## src/rtl/seg_pkg.sv

```systemverilog
// Shared 7-segment definitions: active-low {g..a} patterns for the result displays.
package seg_pkg;

  typedef logic [6:0] seg_code_t;

  localparam seg_code_t SEG_BLANK = 7'h7F;

  // Indexed by code; entries 10..15 are the A, b, C, d, E, F glyphs.
  localparam seg_code_t SEG_PATTERN [16] = '{
    7'h40, 7'h79, 7'h24, 7'h30, 7'h19, 7'h12, 7'h02, 7'h78,
    7'h00, 7'h10, 7'h08, 7'h03, 7'h46, 7'h21, 7'h06, 7'h0E
  };

endpackage

```

## src/rtl/seg_decoder.sv

```systemverilog
// Combinational code-to-segment decoder; invalid entries and, without hex_en,
// codes 10..15 are blanked.
module seg_decoder
  import seg_pkg::*;
(
  input  logic [3:0] code,
  input  logic       valid,
  input  logic       hex_en,
  output seg_code_t  seg
);

  always_comb begin
    seg = SEG_BLANK;
    if (valid && (hex_en || (code < 4'd10))) begin
      seg = SEG_PATTERN[code];
    end
  end

endmodule

```

## src/rtl/result_display_mux.sv

```systemverilog
// Multi-digit scanned 7-segment display of the last NUM_DIGITS classification results,
// with hold, clear and a saturating dropped-result counter.
module result_display_mux
  import seg_pkg::*;
#(
  parameter int unsigned NUM_DIGITS  = 4,
  parameter int unsigned REFRESH_DIV = 100000,
  parameter int unsigned HEX_EN      = 0
) (
  input  logic                              clk,
  input  logic                              rst_n,
  input  logic                              result_valid,
  input  logic [3:0]                        result_in,
  input  logic                              clear,
  input  logic                              hold,
  output logic [6:0]                        seg,
  output logic [NUM_DIGITS-1:0]             an,
  output logic                              dp,
  output logic [$clog2(NUM_DIGITS+1)-1:0]   history_count,
  output logic [7:0]                        drop_count
);

  localparam int unsigned RefW = $clog2(REFRESH_DIV);
  localparam int unsigned IdxW = (NUM_DIGITS > 1) ? $clog2(NUM_DIGITS) : 1;
  localparam int unsigned CntW = $clog2(NUM_DIGITS + 1);

  logic [3:0]            digit_q [NUM_DIGITS];
  logic [3:0]            digit_d [NUM_DIGITS];
  logic [NUM_DIGITS-1:0] vld_q, vld_d;
  logic [CntW-1:0]       cnt_q, cnt_d;
  logic [7:0]            drop_q, drop_d;
  logic [RefW-1:0]       refresh_q;
  logic [IdxW-1:0]       scan_q;
  logic                  terminal;

  seg_code_t             seg_d, seg_q;
  logic [NUM_DIGITS-1:0] an_d, an_q;
  logic                  dp_d, dp_q;

  always_comb begin
    digit_d = digit_q;
    vld_d   = vld_q;
    cnt_d   = cnt_q;
    drop_d  = drop_q;
    if (clear) begin
      for (int i = 0; i < NUM_DIGITS; i++) digit_d[i] = '0;
      vld_d  = '0;
      cnt_d  = '0;
      drop_d = '0;
    end else if (result_valid) begin
      if (hold) begin
        if (drop_q != 8'hFF) drop_d = drop_q + 8'd1;
      end else begin
        for (int i = 1; i < NUM_DIGITS; i++) begin
          digit_d[i] = digit_q[i-1];
          vld_d[i]   = vld_q[i-1];
        end
        digit_d[0] = result_in;
        vld_d[0]   = 1'b1;
        if (cnt_q != CntW'(NUM_DIGITS)) cnt_d = cnt_q + 1'b1;
      end
    end
  end

  assign terminal = (refresh_q == RefW'(REFRESH_DIV - 1));

  seg_decoder u_seg_decoder (
    .code   (digit_q[scan_q]),
    .valid  (vld_q[scan_q]),
    .hex_en (HEX_EN != 0),
    .seg    (seg_d)
  );

  always_comb begin
    for (int i = 0; i < NUM_DIGITS; i++) an_d[i] = (scan_q != IdxW'(i));
    dp_d = !((scan_q == '0) && vld_q[0]);
  end

  always_ff @(posedge clk or negedge rst_n) begin
    if (!rst_n) begin
      for (int i = 0; i < NUM_DIGITS; i++) digit_q[i] <= '0;
      vld_q     <= '0;
      cnt_q     <= '0;
      drop_q    <= '0;
      refresh_q <= '0;
      scan_q    <= '0;
      seg_q     <= SEG_BLANK;
      an_q      <= '1;
      dp_q      <= 1'b1;
    end else begin
      digit_q <= digit_d;
      vld_q   <= vld_d;
      cnt_q   <= cnt_d;
      drop_q  <= drop_d;
      if (terminal) begin
        refresh_q <= '0;
        scan_q    <= (scan_q == IdxW'(NUM_DIGITS - 1)) ? '0 : scan_q + 1'b1;
      end else begin
        refresh_q <= refresh_q + 1'b1;
      end
      // seg/an/dp registered together so a digit switch never ghosts.
      seg_q <= seg_d;
      an_q  <= an_d;
      dp_q  <= dp_d;
    end
  end

  assign seg           = seg_q;
  assign an            = an_q;
  assign dp            = dp_q;
  assign history_count = cnt_q;
  assign drop_count    = drop_q;

endmodule

```

## config.mk

```make
export PLATFORM = sky130hd
export DESIGN_NAME = result_display_mux
export DESIGN_NICKNAME = d
export VERILOG_FILES = /design/src/rtl/seg_pkg.sv /design/src/rtl/seg_decoder.sv /design/src/rtl/result_display_mux.sv
export SDC_FILE = /design/constraint.sdc
export NUM_CORES = 1
export LEC_CHECK = 0
export CORE_MARGIN = 5
export CORE_UTILIZATION = 45
export CTS_CLUSTER_DIAMETER = 30
export CTS_CLUSTER_SIZE = 10
export DETAILED_ROUTE_END_ITERATION = 8
export PLACE_DENSITY = 0.72
export SLEW_MARGIN = 20
export SYNTH_ARGS = -nofsm -noshare
export SYNTH_HDL_FRONTEND = slang
export SYNTH_SLANG_ARGS = --single-unit
```

## constraint.sdc

```tcl
create_clock -name clk -period 2 [get_ports clk]
set_input_delay 0.6 -clock clk [delete_from_list [all_inputs] [get_ports clk]]
set_output_delay 0.6 -clock clk [all_outputs]
set_load 0.05 [all_outputs]
```

==> results of run 1 <==
worst max-delay path by stage:
stage,from,end,slack [ns],cells after the start
after global routing,drop_count[0]$_DFFE_PN0P_,drop_count[1]$_DFFE_PN0P_,0.05,6
after global placement,result_valid,drop_count[5]$_DFFE_PN0P_,-0.12,5
after CTS,scan_q[0]$_DFFE_PN0N_,seg[0]$_DFF_PN1_,0.08,5
after floorplan,drop_count[0]$_DFFE_PN0P_,drop_count[1]$_DFFE_PN0P_,0.12,6
after detailed placement,result_valid,drop_count[7]$_DFFE_PN0P_,-0.18,5
final,scan_q[0]$_DFFE_PN0N_,seg[0]$_DFF_PN1_,0.15,5
per-stage QoR:
stage | TNS, ns | cells | cell area (sq um)
6_report | 0 | 416 | 3790
5_1_grt | 0 | 416 | 3790
4_1_cts | 0 | 414 | 3750
3_5_place_dp | -0.570 | 398 | 3540
3_3_place_gp | -0.267 | 398 | 3540
2_1_floorplan | 0 | 290 | 3010
worst max-delay path: stages, from the launching register on:
cell                      delay [ns]
sky130_fd_sc_hd__dfrtp_2        0.42
sky130_fd_sc_hd__buf_4          0.20
sky130_fd_sc_hd__mux4_2         0.61
sky130_fd_sc_hd__nor2_4         0.13
sky130_fd_sc_hd__o21ai_2        0.08
sky130_fd_sc_hd__a311o_1        0.33
cells in the mapped netlist, drive strengths merged:
library cell,count
a211oi,1
a21o,2
a21oi,29
a311o,1
and3,2
and4,3
and4b,3
buf,3
clkbuf,9
dfrtp,50
dfstp,12
ha,14
inv,13
mux2,2
mux2i,3
mux4,5
nand2,50
nand2b,4
nand3,10
nand3b,1
nand4,4
nor2,19
nor2b,3
nor3,5
nor4,2
nor4b,1
o211ai,2
o21ai,10
o21bai,2
o31ai,3
or3,3
or4,3
xnor2,10
xor2,6
area by class of cell:
type	instances	area, sq um	share of cell area [%]
flip-flops and latches	62	1570	41.4
repair buffers	44	508	13.4
multi-input cells	204	1350	35.7
clock inverters	6	86.3	2.28
well taps	77	96.3	2.54
clock buffers	10	128	3.37
inverters	13	48.8	1.29
power by group through the flow:
stage                     clock network (mW)  registers, mW  logic [mW]
after global routing                    1.30           1.31       0.300
final                                   1.20           1.31       0.277
after CTS                               1.23           1.31       0.276
after detailed placement                   0           1.33       0.275
after global placement                     0           1.33       0.270
after floorplan                            0           1.38      0.0935
what timing repair did:
item / CTS / global route
buffers inserted: 0 / 1
endpoints found under the hold margin: 0 / 0
resized for setup: 0 / 1
endpoints found under the setup margin: 0 / 2
cell families (layout without fill, tap and decap cells):
| family | count (synthesis) | in the layout | synth area share, % |
|---|---|---|---|
| and+or+nand+nor | 113 | 113 | 18.6 |
| DFF | 62 | 62 | 52.0 |
| AOI/OAI and AO/OA | 50 | 50 | 9.43 |
| buffers and inverters | 25 | 73 | 3.86 |
| xor gates and xnor gates | 16 | 16 | 4.65 |
| adders and majority gates | 14 | 14 | 5.82 |
| muxes | 10 | 11 | 5.61 |
sequential cells by signal, indices dropped and copies added, names as in the netlist:
signal	count
refresh_q	17
digit_q	16
drop_count	8
seg	7
an	4
vld_q	4
history_count	3
scan_q	2
dp	1
metal layers:
| metal | global-route usage, % | routed length, um | up-vias |
|---|---|---|---|
| met1 | 18.3 | 2690 | 1083 |
| met2 | 23.3 | 2740 | 60 |
| met3 | 4.75 | 331 | 6 |
| met5 | 0 | 0 | - |
| met4 | 5.82 | 66 | 0 |
| li1 | - | - | 1091 |
==> flow_metrics.tcl, run 1 <==
set metrics [dict create \
    hp-class "primary input to async pin" \
    routabilityCongestion 0.850 \
    syn-num-nets 313 \
    setup_viol_count_final 0 \
    final_common_cell "sky130_fd_sc_hd__nand2_1" \
    syn-instance-count 290 \
    n_fill_cell 539 \
    die_height_um 91.8 \
    synthTopCellsByArea "sky130_fd_sc_hd__dfrtp_1 (42%), sky130_fd_sc_hd__dfstp_2 (10%), sky130_fd_sc_hd__nand2_1 (6.2%)" \
    sw_frac_of_total_pct 24.6 \
    drt-vias-per-instance 5.38 \
    fmax_ghz 0.541 \
    clockBufferDepth 2 \
    drt_pre_antenna_iters 5 \
    p_leak_nw 1.66 \
    critical_path.reg2reg.endpoint "seg[0]$_DFF_PN1_" \
    floorplan.rows 29 \
    netlist-cell-type-count 40 \
    clock_power_share_pct 43.1 \
    worst_slew_pin_tran_ns 0.545 \
    yosys.area.top_type_share_pct 41.6 \
    initial_antenna_violation_count 0 \
    slack_of_the_worst_reg_to_reg_path_ns 0.15 \
    timing.rr.start "scan_q[0]$_DFFE_PN0N_" \
    count_of_input_and_output_buffers 31 \
    outcome "completed" \
    vias 2240 \
    synthesis.yosys.warnings 0 \
    reg2regPathDepth 5 \
    maximum_number_of_pins_on_one_net_before_global_route_repair 38 \
    totalWireLength_um 5830 \
    fp.dieW_um 91.8 \
    cell_taking_the_most_area_after_synthesis "sky130_fd_sc_hd__dfrtp_1" \
    part_of_the_power_in_combinational_logic_pct 9.9 \
    min_period_ns 1.85 \
    synth_area_per_cell_sq_um 10.4 \
    worst_ep_required_time_ns 2.26 \
    syn2layout_area_growth_pct 25.9 \
    wire_per_inst_um 14.0 \
    tritoncts_clock_tree "built" \
    unrepaired_setup_endpoints_after_global_routing "no" \
    fin_worst_skew_ns 0.00929 \
    critPathCaptureType "register" \
    setup.worst_path.class "register to register" \
    finalWorstSetupSlack_ns 0.152 \
    hold_buffers 0 \
    crit_fanout 8 \
    cts.htree.levels 3 \
    detail_route.drc_violations 0 \
    globalRouteTotalUtil_pct 14.5 \
    utilization_of_the_core_after_routing_pct 59.0 \
    effective_utilization_at_floorplan_pct 46.9 \
    cts_inserted_buffers 9 \
    setup.worst_path.start_class "register" \
    pwr-share-seq_pct 46.9 \
    cap_viol_max_count 0 \
    overflow 0 \
    final.period_utilization_pct 92.4 \
    totalPowerFinal_mw 2.79 \
    ios 32 \
    finish.net_count 357 \
    arrival_ns 2.11 \
    post-dp-hpwl_um 3870 \
    p_int_mw 2.10 \
    drive_gt1_share_pct 22.4 \
    ys_seq_elements 62 \
    clkTransAtPathRegs_ns 0.07 \
    drt_first_iter_violations 102 \
    antenna_left 0 \
    mostFrequentLayoutCells "sky130_fd_sc_hd__nand2_1 (50), sky130_fd_sc_hd__dfrtp_1 (49), sky130_fd_sc_hd__a21oi_1 (29)" \
    design.core.area_sq_um 6420 \
    placement.setup.worst_slack_ns -0.183 \
    number_of_global_route_vias_before_repair 2160 \
    worst_slew_margin_rel_pct 63.4 \
    share_of_synthesized_area_occupied_by_flip_flops_and_latches_pct 52.0 \
    worst_ir_drop_vdd_mv 0.438 \
    power_density_nw_per_um2 735 \
    slew_violations 0 \
    final_hold_viol_count 0 \
    synth.cell_area_sq_um 3010 \
    power.net_switching_uw 685 \
    clock_latency_ns 0.34 \
    design.die.area_sq_um 8430 \
    cts-root-buf "sky130_fd_sc_hd__clkbuf_8" \
    clkSinkCount 62 \
    fin_worst_hold_slack_ns 0.0806 \
    diodes 0 \
    grt_pass1_wl_um 9830 \
]
(Power assumes the default switching activity.)
==> inputs of run 2 (changes only) <==
Settings changed: SYNTH_HIERARCHICAL set to 1.
==> run 2 against run 1 <==
Net effect:
- register-to-register slack barely moved
- clock power barely moved
- maximum frequency fell by 0.52%
- largest cell class unchanged
- largest power group unchanged
==> flow_metrics.tcl, run 2 <==
set metrics [dict create \
    outcome "completed" \
    globalRouteTotalUtil_pct 15.0 \
    worst_ir_drop_vdd_mv 0.351 \
    fmax_ghz 0.538 \
    hold_buffers 0 \
    cell_taking_the_most_area_after_synthesis "sky130_fd_sc_hd__dfrtp_1" \
    crit_fanout 6 \
    most_frequent_cells_after_synthesis "sky130_fd_sc_hd__dfrtp_1 (50), sky130_fd_sc_hd__nand2_1 (50), sky130_fd_sc_hd__a21oi_1 (24), sky130_fd_sc_hd__nor2_1 (23), sky130_fd_sc_hd__ha_1 (15)" \
    slew_violations 0 \
    dpl-instance-area_sq_um 3650 \
    drt_first_iter_violations 122 \
    number_of_global_route_vias_before_repair 2258 \
    placement.setup.worst_slack_ns -0.0781 \
    syn2layout_area_growth_pct 26.2 \
    diodes 0 \
    largest_register_ff_count 17 \
    overflow 0 \
    maximum_number_of_pins_on_one_net_before_global_route_repair 63 \
    fin_worst_skew_ns 0.00689 \
    drt_pre_antenna_iters 4 \
    min_period_ns 1.86 \
    worst_ep_required_time_ns 2.24 \
    syn-num-nets 324 \
    totalPowerFinal_mw 2.77 \
    synthFlopType "sky130_fd_sc_hd__dfrtp_1" \
    routed.top_layer "met4" \
    fp.dieW_um 92.7 \
    synthesis.yosys.warnings 6 \
    postSynth.asyncResetShare_pct 100 \
    setup.worst_path.start_class "register" \
    cts.htree.levels 3 \
    n_fill_cell 556 \
    design.die.area_sq_um 8600 \
    critPathCaptureType "register" \
    p_leak_nw 1.66 \
    setup_viol_count_final 0 \
    tritoncts_clock_tree "built" \
    final_design_area_no_fill_sq_um 3890 \
    count_of_input_and_output_buffers 31 \
    finalWorstSetupSlack_ns 0.143 \
    ys_seq_elements 62 \
    final.period_utilization_pct 92.9 \
    detail_route.drc_violations 0 \
    clockBufferDepth 2 \
    floorplan.rows 30 \
    arrival_ns 2.10 \
    netlist-cell-type-count 49 \
    effective_utilization_at_floorplan_pct 45.8 \
    wire_per_inst_um 13.5 \
    antenna_left 0 \
    final_common_cell "sky130_fd_sc_hd__nand2_1" \
    power_density_nw_per_um2 712 \
    share_of_synthesized_area_occupied_by_flip_flops_and_latches_pct 50.9 \
    totalWireLength_um 5850 \
    finish.net_count 371 \
    cap_viol_max_count 0 \
    design.core.area_sq_um 6720 \
    die_height_um 92.7 \
    drive_gt1_share_pct 23.9 \
    ios 32 \
    dr_wl_met3_um 228 \
    initial_antenna_violation_count 0 \
    final_hold_viol_count 0 \
    unrepaired_setup_endpoints_after_global_routing "no" \
    clkSinkCount 62 \
    setup.worst_path.class "register to register" \
    mostFrequentLayoutCells "sky130_fd_sc_hd__nand2_1 (50), sky130_fd_sc_hd__dfrtp_1 (49), sky130_fd_sc_hd__buf_4 (28)" \
    timing.setup.tns_ns 0 \
    clock_latency_ns 0.33 \
    syn-instance-count 300 \
    synth_area_per_cell_sq_um 10.3 \
    hp-class "primary input to async pin" \
    clkTransAtPathRegs_ns 0.07 \
    top_register "refresh_q" \
    drt-met1-wl_um 2720 \
    post-dp-hpwl_um 4020 \
    synth.cell_area_sq_um 3080 \
    synth-edff-count 0 \
    fin_worst_hold_slack_ns 0.267 \
    vias 2279 \
    yosys.area.top_type_share_pct 40.6 \
    met2WireLength_um 2830 \
    synthTopCellsByArea "sky130_fd_sc_hd__dfrtp_1 (41%), sky130_fd_sc_hd__dfstp_2 (10%), sky130_fd_sc_hd__ha_1 (6.1%)" \
    cts-root-buf "sky130_fd_sc_hd__clkbuf_8" \
    routabilityCongestion 0.840 \
    cts_inserted_buffers 9 \
    grt_pass1_wl_um 10200 \
    drt-vias-per-instance 5.28 \
]
[run 2: cell count changes after synthesis, sizes merged, moves of 3 or more]
cell    previous run  this run
nand4              4         7
a21oi             29        24
or3                3         0
o311ai             0         6
o21ai             10         5
nor2b              3         6
nor2              19        24
[run 2: what timing repair did]
item                                    in CTS  in global routing
endpoints found under the setup margin       0                  1
buffers inserted                             0                  2
resized for setup                            0                  1
[run 2: metrics by stage]
step | utilization (%) | cells
2_1_floorplan | - | 300
3_3_place_gp | 54.3 | 414
3_5_place_dp | 54.3 | 414
4_1_cts | 57.6 | 430
5_1_grt | 57.8 | 432
6_report | 57.8 | 432
[run 2: final timing paths]
kind	startpoint	end	slack (ns)	depth (start not counted)
worst max-delay path	scan_q[0]$_DFFE_PN0N_	seg[1]$_DFF_PN1_	0.14	6
worst min-delay path	rst_n	refresh_q[12]$_DFF_PN0_	0.27	2
worst max register to register	scan_q[0]$_DFFE_PN0N_	seg[1]$_DFF_PN1_	0.14	6
worst min register to register	refresh_q[14]$_DFF_PN0_	refresh_q[14]$_DFF_PN0_	0.50	1
max in group asynchronous	rst_n	seg[3]$_DFF_PN1_	1.44	2
min in group clk	refresh_q[14]$_DFF_PN0_	refresh_q[14]$_DFF_PN0_	0.50	1
[run 2: routing by layer]
| metal | GRT usage [%] | vias up |
|---|---|---|
| li1 | - | 1122 |
| met1 | 19.4 | 1105 |
| met2 | 23.9 | 47 |
| met3 | 3.98 | 5 |
| met4 | 6.23 | 0 |
| met5 | 0 | - |
[run 2: cell type report]
| type | instances | area [sq um] | area share, % |
|---|---|---|---|
| Tap cell | 80 | 100 | 2.58 |
| Clock buffer | 14 | 183 | 4.70 |
| Timing Repair Buffer | 49 | 546 | 14.0 |
| Inverter | 13 | 48.8 | 1.26 |
| Sequential cell | 62 | 1570 | 40.3 |
| Clock inverter | 2 | 37.5 | 0.966 |
| Multi-Input combinational cell | 212 | 1400 | 36.1 |
[run 2: kinds of logic (layout without fill, tap and decap cells)]
| group | count (synthesis) | after routing | share of synthesized area (%) |
|---|---|---|---|
| AO/OA/AOI/OAI | 45 | 45 | 9.67 |
| XOR/XNOR | 17 | 17 | 4.83 |
| adder cells (fa/ha/maj) | 15 | 15 | 6.09 |
| buffers and inverters | 26 | 78 | 3.57 |
| flip-flops | 62 | 62 | 50.9 |
| multiplexers | 10 | 10 | 5.36 |
| other | 1 | 1 | 0.122 |
| AND/OR/NAND/NOR | 124 | 124 | 19.5 |
[run 2: report_power, final]
group	internal, mW	switching (mW)	leakage (nW)
Combinational	0.121	0.163	0.743
Clock	0.713	0.464	0.109
Sequential	1.29	0.0221	0.804
[run 2: worst max-delay path, stage by stage, from the launching register on]
cell	delay, ns
sky130_fd_sc_hd__dfrtp_2	0.41
sky130_fd_sc_hd__mux4_2	0.61
sky130_fd_sc_hd__inv_1	0.15
sky130_fd_sc_hd__ha_1	0.24
sky130_fd_sc_hd__nand2b_1	0.09
sky130_fd_sc_hd__a21boi_1	0.17
sky130_fd_sc_hd__o211ai_1	0.10
